===== src/rtl/sobel_host_pkg.sv =====
// Shared definitions for the Sobel host-side controller.
//   - default frame geometry and key width
//   - one-hot controller state encoding (same style as the kernel FSM)
package sobel_host_pkg;

    localparam int IMG_W_DEF  = 512;
    localparam int IMG_H_DEF  = 512;
    localparam int ADDR_W_DEF = 18;
    localparam int KEY_W_DEF  = 6;

    typedef enum logic [5:0] {
        S_IDLE  = 6'b000001,
        S_LOAD  = 6'b000010,
        S_START = 6'b000100,
        S_RUN   = 6'b001000,
        S_DRAIN = 6'b010000,
        S_FIN   = 6'b100000
    } state_e;

endpackage


===== src/rtl/sobel_rd_skid.sv =====
// Adapter from a 1-cycle-latency RAM read port to a valid/ready stream.
// Holds an output register plus a one-entry skid register so a read can be
// issued every cycle while the consumer keeps ready high.
// Ports:
//   clk_i, rst_i       clock, synchronous active-high reset
//   rd_issue_i         a read is issued this cycle (RAM ce)
//   rd_tag_i           sideband travelling with the issued read
//   rd_q_i             RAM read data, valid the cycle after rd_issue_i
//   can_issue_o        a read issued now is guaranteed a place to land
//   m_valid_o/m_ready_i/m_data_o/m_tag_o  output stream
module sobel_rd_skid #(
    parameter int DATA_W = 8,
    parameter int TAG_W  = 1
) (
    input  logic              clk_i,
    input  logic              rst_i,
    input  logic              rd_issue_i,
    input  logic [TAG_W-1:0]  rd_tag_i,
    input  logic [DATA_W-1:0] rd_q_i,
    output logic              can_issue_o,
    output logic              m_valid_o,
    input  logic              m_ready_i,
    output logic [DATA_W-1:0] m_data_o,
    output logic [TAG_W-1:0]  m_tag_o
);

    logic              inflt_q;
    logic [TAG_W-1:0]  inflt_tag_q;
    logic              out_vld_q;
    logic [DATA_W-1:0] out_data_q;
    logic [TAG_W-1:0]  out_tag_q;
    logic              skid_vld_q;
    logic [DATA_W-1:0] skid_data_q;
    logic [TAG_W-1:0]  skid_tag_q;

    logic pop;
    logic out_free;
    logic to_skid;

    assign pop      = out_vld_q & m_ready_i;
    assign out_free = ~out_vld_q | pop;
    // Returning data parks in the skid register when the output register is
    // held, or when the output register is being refilled from the skid.
    assign to_skid  = inflt_q & (~out_free | skid_vld_q);

    // With the skid empty, a new read can always land: either the output
    // register frees up, or nothing else is in flight to compete for the skid.
    assign can_issue_o = ~skid_vld_q & (out_free | ~inflt_q);

    assign m_valid_o = out_vld_q;
    assign m_data_o  = out_data_q;
    assign m_tag_o   = out_tag_q;

    always_ff @(posedge clk_i) begin
        if (rst_i) begin
            inflt_q    <= 1'b0;
            out_vld_q  <= 1'b0;
            skid_vld_q <= 1'b0;
        end else begin
            inflt_q <= rd_issue_i;
            if (out_free) begin
                out_vld_q  <= skid_vld_q | inflt_q;
                skid_vld_q <= skid_vld_q & inflt_q;
            end else if (inflt_q) begin
                skid_vld_q <= 1'b1;
            end
        end
    end

    // ---- stage: read issue -> RAM data return ----
    always_ff @(posedge clk_i) begin
        if (rd_issue_i) begin
            inflt_tag_q <= rd_tag_i;
        end
        if (to_skid) begin
            skid_data_q <= rd_q_i;
            skid_tag_q  <= inflt_tag_q;
        end
    end

    // ---- stage: skid / return data -> output register ----
    // The output data register is cleared on reset so m_data reads zero.
    always_ff @(posedge clk_i) begin
        if (rst_i) begin
            out_data_q <= '0;
            out_tag_q  <= '0;
        end else if (out_free) begin
            if (skid_vld_q) begin
                out_data_q <= skid_data_q;
                out_tag_q  <= skid_tag_q;
            end else if (inflt_q) begin
                out_data_q <= rd_q_i;
                out_tag_q  <= inflt_tag_q;
            end
        end
    end

endmodule


===== src/rtl/sobel_host_ctrl.sv =====
// Host-side driver for the Sobel kernel (ap_ctrl_hs) and its frame RAMs.
// Loads a frame from the input stream into the kernel input RAM, starts the
// kernel with the latched key, waits for done, then streams the whole output
// RAM back out in address order.
// Ports:
//   ap_clk, ap_rst                     clock, synchronous active-high reset
//   cmd_start, cmd_key, busy, job_done job control
//   s_valid/s_ready/s_data             input pixel stream
//   m_valid/m_ready/m_data/m_last      output pixel stream
//   in_mem_*                           kernel input RAM write port
//   out_mem_*                          kernel output RAM read port
//   k_ap_*, k_working_key              kernel control handshake
module sobel_host_ctrl
    import sobel_host_pkg::*;
#(
    parameter int IMG_W  = IMG_W_DEF,
    parameter int IMG_H  = IMG_H_DEF,
    parameter int ADDR_W = ADDR_W_DEF,
    parameter int KEY_W  = KEY_W_DEF
) (
    input  logic              ap_clk,
    input  logic              ap_rst,
    input  logic              cmd_start,
    input  logic [KEY_W-1:0]  cmd_key,
    output logic              busy,
    output logic              job_done,
    input  logic              s_valid,
    output logic              s_ready,
    input  logic [7:0]        s_data,
    output logic              m_valid,
    input  logic              m_ready,
    output logic [7:0]        m_data,
    output logic              m_last,
    output logic [ADDR_W-1:0] in_mem_address0,
    output logic              in_mem_ce0,
    output logic              in_mem_we0,
    output logic [7:0]        in_mem_d0,
    output logic [ADDR_W-1:0] out_mem_address0,
    output logic              out_mem_ce0,
    input  logic [7:0]        out_mem_q0,
    output logic              k_ap_start,
    input  logic              k_ap_done,
    input  logic              k_ap_idle,
    input  logic              k_ap_ready,
    output logic [KEY_W-1:0]  k_working_key
);

    // One extra counter bit lets the terminal count be reached without wrap.
    localparam logic [ADDR_W:0] NPIX = (ADDR_W+1)'(IMG_W * IMG_H);
    localparam logic [ADDR_W:0] ONE  = (ADDR_W+1)'(1);
    localparam logic [ADDR_W:0] LAST = NPIX - ONE;

    state_e             state_q, state_d;
    logic [ADDR_W:0]    cnt_q, cnt_d;
    logic [KEY_W-1:0]   key_q, key_d;

    logic               rd_issue;
    logic               can_issue;
    logic [0:0]         rd_last;
    logic [0:0]         sk_last;

    // ap_idle carries no information the controller needs.
    logic unused_idle;
    assign unused_idle = k_ap_idle;

    assign rd_last = (cnt_q == LAST);
    assign m_last  = m_valid & sk_last[0];

    always_ff @(posedge ap_clk) begin
        if (ap_rst) begin
            state_q <= S_IDLE;
            cnt_q   <= '0;
            key_q   <= '0;
        end else begin
            state_q <= state_d;
            cnt_q   <= cnt_d;
            key_q   <= key_d;
        end
    end

    always_comb begin
        state_d          = state_q;
        cnt_d            = cnt_q;
        key_d            = key_q;
        busy             = 1'b1;
        job_done         = 1'b0;
        s_ready          = 1'b0;
        in_mem_address0  = '0;
        in_mem_ce0       = 1'b0;
        in_mem_we0       = 1'b0;
        in_mem_d0        = '0;
        out_mem_address0 = '0;
        out_mem_ce0      = 1'b0;
        rd_issue         = 1'b0;
        k_ap_start       = 1'b0;
        k_working_key    = key_q;

        unique case (state_q)
            S_IDLE: begin
                busy          = 1'b0;
                k_working_key = '0;
                if (cmd_start) begin
                    key_d   = cmd_key;
                    cnt_d   = '0;
                    state_d = S_LOAD;
                end
            end
            S_LOAD: begin
                s_ready = 1'b1;
                if (s_valid) begin
                    in_mem_ce0      = 1'b1;
                    in_mem_we0      = 1'b1;
                    in_mem_address0 = cnt_q[ADDR_W-1:0];
                    in_mem_d0       = s_data;
                    cnt_d           = cnt_q + ONE;
                    if (cnt_q == LAST) begin
                        state_d = S_START;
                    end
                end
            end
            S_START: begin
                k_ap_start = 1'b1;
                if (k_ap_ready) begin
                    cnt_d   = '0;
                    // A kernel that finishes in the accepting cycle skips RUN.
                    state_d = k_ap_done ? S_DRAIN : S_RUN;
                end
            end
            S_RUN: begin
                if (k_ap_done) begin
                    cnt_d   = '0;
                    state_d = S_DRAIN;
                end
            end
            S_DRAIN: begin
                // cnt_q counts reads issued; the skid adapter paces them.
                if ((cnt_q != NPIX) && can_issue) begin
                    rd_issue         = 1'b1;
                    out_mem_ce0      = 1'b1;
                    out_mem_address0 = cnt_q[ADDR_W-1:0];
                    cnt_d            = cnt_q + ONE;
                end
                if (m_valid && m_ready && sk_last[0]) begin
                    state_d = S_FIN;
                end
            end
            S_FIN: begin
                job_done = 1'b1;
                state_d  = S_IDLE;
            end
            default: begin
                state_d = S_IDLE;
            end
        endcase
    end

    sobel_rd_skid #(
        .DATA_W (8),
        .TAG_W  (1)
    ) u_rd_skid (
        .clk_i       (ap_clk),
        .rst_i       (ap_rst),
        .rd_issue_i  (rd_issue),
        .rd_tag_i    (rd_last),
        .rd_q_i      (out_mem_q0),
        .can_issue_o (can_issue),
        .m_valid_o   (m_valid),
        .m_ready_i   (m_ready),
        .m_data_o    (m_data),
        .m_tag_o     (sk_last)
    );

endmodule


===== config.mk =====
export PLATFORM = sky130hd
export DESIGN_NAME = sobel_host_ctrl
export DESIGN_NICKNAME = d
export VERILOG_FILES = /design/src/rtl/sobel_host_pkg.sv /design/src/rtl/sobel_rd_skid.sv /design/src/rtl/sobel_host_ctrl.sv
export SDC_FILE = /design/constraint.sdc
export NUM_CORES = 1
export LEC_CHECK = 0
export CORE_MARGIN = 2
export CORE_UTILIZATION = 46
export CTS_BUF_LIST = sky130_fd_sc_hd__clkbuf_8 sky130_fd_sc_hd__clkbuf_16
export DETAILED_ROUTE_END_ITERATION = 7
export GPL_TIMING_DRIVEN = 0
export PLACE_DENSITY = 0.9
export SLEW_MARGIN = 10
export SYNTH_ARGS = -nofsm -noshare
export SYNTH_HDL_FRONTEND = slang
export SYNTH_SLANG_ARGS = --single-unit

===== constraint.sdc =====
create_clock -name ap_clk -period 2.7 [get_ports ap_clk]
set_input_delay 0.54 -clock ap_clk [delete_from_list [all_inputs] [get_ports ap_clk]]
set_output_delay 0.54 -clock ap_clk [all_outputs]
set_load 0.01 [all_outputs]

==> impl_results.md, run 1 <==
- Met2 Use GR: about two fifths
- Worst clock skew: 0.0154 ns
- Core area: 6280 um^2
- Clock Sink Count: 53
- Final Util: 65.8%
- Post-synth ARST share: 0%
- Met3 Use GR: ~4.5%
- Share of layout cells above drive strength 1: 15.7%
- Commonest non-fill, non-tap cell in the layout: clkdlybuf4s50_1
- Fill cells: 511
- Crit path cell chain: nor4_2 > nand4_1 > o21ai_4 > nor2_4 > buf_4 > and2_1 > clkdlybuf4s15_2
- Clock Latency Late Sink: around 0.34 ns
- Design area: 4130 um^2
- Via count: roughly 3.1k
- Global Route Usage Sum: 24.3%
- Layout net count: 478
- Worst R2R Path Depth: 7
- Required @ worst endpoint: 2.16 ns
- Yosys Warn Count: 0
- CP max FO: 8
- Post-route DRC: 0
- Cell count after synthesis: 345
- Detail-routed via count per cell: just under 6
- Share of the clock period used by the worst path after layout: between 90% and 100%
- GP Congestion: 0.857
- CTS tree: done
- GR Layer Usage met1: 31.4%
- Post-route ant nets: 0
- Status: finished clean
- Count of input and output buffers: 93
- Chip height: 84.0 um
- H-Tree Depth: 2
- Min-delay src: key_q[0]$_SDFFE_PP0P_
- DP Area: 3970 um^2
- Rel. slew slack: a little under three fifths
- CTS buffer count: 5
- Starting Density: 46.9%
- R2r setup slk: 0.24 ns
- WL final: 8.90 mm
- Crit Path Category: reg2out
- CP max stage delay: between 0.4 and 0.5 ns
- Synth area leaders: dfxtp_1 29%, edfxtp_1 10%, and3_1 6.0%
- Initial antenna violation count: 0
- DP HPWL: 6.10 mm
- Final setup viols: 0
- Clock transition at path regs: 0.11 ns
- #FFs+latches synth: 53
- Arr. time, crit path: 2.15 ns
- Area occupied by registers: 1170 um^2
- Post-synth top area share: between 20 and 30%
- Routed len/inst: 17.0 um
- Post-synth cell types: 50
- Maximum capacitance violations: 0
- Worst Hold End: key_q[0]$_SDFFE_PP0P_
- Mapped cell area: 2940 um^2
- Syn_nets: around 380
- Leakage power: 1.73 nW
- IO Pins: 97
- Max Slew Vio Count: 0
- Worst path slowest cell: dfxtp_1
- CP delay by family, top: simple AND/OR/NAND/NOR gates
- Grt ovf: 0
- Die width: 84.0 um
- Row count: 29
- Buf/Inv on CP: 2
- Hold Path Depth: 2
- Syn_area_per_cell: ~8.5 um^2
- Critical Path Sink Type: output port
- RR Endpoint: state_q[3]$_SDFFE_PP0P_
- RSZ-0062 raised after global routing: true
- CTS Hold Bufs: 0
- Most frequent cells in the layout: 44 x clkdlybuf4s50_1, 39 x dfxtp_1, 32 x dlygate4sd2_1
- Sequential fraction of the synthesis area: 39.5%
- Peak supply drop: around 0.27 mV
- Setup ws final: 0.0135 ns
- Vias in the first global route: 2821
- Area Overhead vs Synth: 40.3%
- Die Footprint: between 7000 and 8000 um^2
- Multi-input logic area: 1660 um^2
- Cell taking the most area after synthesis: dfxtp_1
- Worst min path class: reg2reg
- Post-route setup TNS: 0 ns
- Power Density: 379 nW/um^2
- Drt first pass iters: 5
- Top FF cell, synth: dfxtp_1
- Worst setup SP type: register
- FF-to-FF Start: cnt_q[2]$_SDFFE_PP0P_
- Placed Cells: a little over 500
- Achievable Freq: between 0.3 and 0.4 GHz
- Pre-CTS WS: -0.971 ns
- Non-Filler Instances: around 520
- Post-synth EDFFs: 10
- GRT Max-Usage Layer: met2
- DR iter-0 viols: between 200 and 250
- Worst Max-Slew Pin Slew: ~0.66 ns
- Antenna Cells: 0
- Final hold viol count: 0
- Clock root buffer master: clkbuf_8
- First-pass GRT wire length: 13.9 mm
- Final min period: 2.69 ns
- CTS Buffer Depth: 2
- Pin count of the biggest net entering global routing: 20
## state kept, by name (all words and copies together) (netlist names)
| signal | count |
|---|---|
| cnt_q | 19 |
| state_q | 6 |
| key_q | 6 |
| u_rd_skid.inflt_q | 1 |
| u_rd_skid.skid_data_q | 8 |
| u_rd_skid.m_data_o | 8 |
| u_rd_skid.inflt_tag_q | 1 |
| u_rd_skid.skid_tag_q | 1 |
| u_rd_skid.m_valid_o | 1 |
| u_rd_skid.skid_vld_q | 1 |
| u_rd_skid.m_tag_o | 1 |
## metal layers
layer | share of wire (%) | vias to the layer above
met1 | 40 | 1431
met4 | 2.4 | 0
li1 | - | 1462
met2 | 50 | 143
met3 | 7.6 | 21
met5 | 0 | -
## timing repair
item                                    4_1_cts  5_1_grt
endpoints found under the hold margin         0        0
setup buffers                                 4        1
gates cloned                                  0        0
gates resized for setup                     108       25
pin swaps                                     7        5
endpoints found under the setup margin       57       36
## Yosys cell counts (3+ instances only)
cell type and instances:
a31oi_1 4, nand3_1 16, and3_1 28, or3_1 3
mux2i_1 10, a211oi_1 12, nor3_1 13, nand4_1 3
buf_4 3, buf_6 4, a41oi_1 4, nor3b_1 6
dfxtp_1 43, a311oi_1 9, o21ai_0 13, and2_1 24
nand4b_1 3, and3b_1 3, nor2_1 29, a21oi_1 24
clkbuf_1 20, nand2_1 24, edfxtp_1 10, inv_1 4
## worst max path at each step
stage,from,to,slack (ns),cells past startpoint
finish,cnt_q[17]$_SDFFE_PP0P_,out_mem_address0[3],0.01,7
detailed placement,m_ready,out_mem_address0[15],-0.97,8
CTS,cnt_q[1]$_SDFFE_PP0P_,out_mem_address0[15],-0.04,10
global placement,m_ready,out_mem_address0[15],-0.95,8
floorplan,cnt_q[13]$_SDFFE_PP0P_,out_mem_address0[10],0.32,5
global route,state_q[3]$_SDFFE_PP0P_,k_working_key[3],-0.05,6
## cells by family after synthesis
family / Yosys count / share of synthesized area [%]
buf+inv: 37 / 6.93
flops: 53 / 39.5
xor+xnor: 2 / 0.595
fa+ha+maj: 2 / 0.850
compound gates: 74 / 17.2
mux: 10 / 3.40
simple gates: 167 / 31.5
## final cells by class
cell class,count,share of cell area (%)
tap,77,2.33
sequential,53,28.4
buffer,30,5.18
clock inverter,3,0.697
clock buffer,5,1.67
inverter,4,0.424
multi-input combinational,255,40.3
timing repair buffer,97,21.0
## worst reg2reg max path: stages (launching register included)
cell and delay, ns:
dfxtp_1 0.34, clkbuf_1 0.33, nand3_1 0.26, nor3_2 0.48, nand4b_1 0.23, a211oi_2 0.39, nor3b_1 0.09, a31o_2 0.22
## stage by stage
stage,power (mW),hold WS (ns)
6_report,1.56,0.461
5_1_grt,1.60,0.473
4_1_cts,1.56,0.463
3_5_place_dp,1.07,0.447
3_3_place_gp,1.06,0.438
2_1_floorplan,0.965,0.426
## report_power, final
group          internal (mW)  total, mW  switching, mW
Clock                  0.195      0.505          0.310
Combinational          0.108      0.237          0.129
Sequential             0.813      0.820        0.00766
(Power assumes the default switching activity.)
==> run 2, diff against run 1 <==
Settings changed: SLEW_MARGIN 10 to not set.
==> results of run 2 <==
Final layout, timing and power as in run 1 (identical DEF).
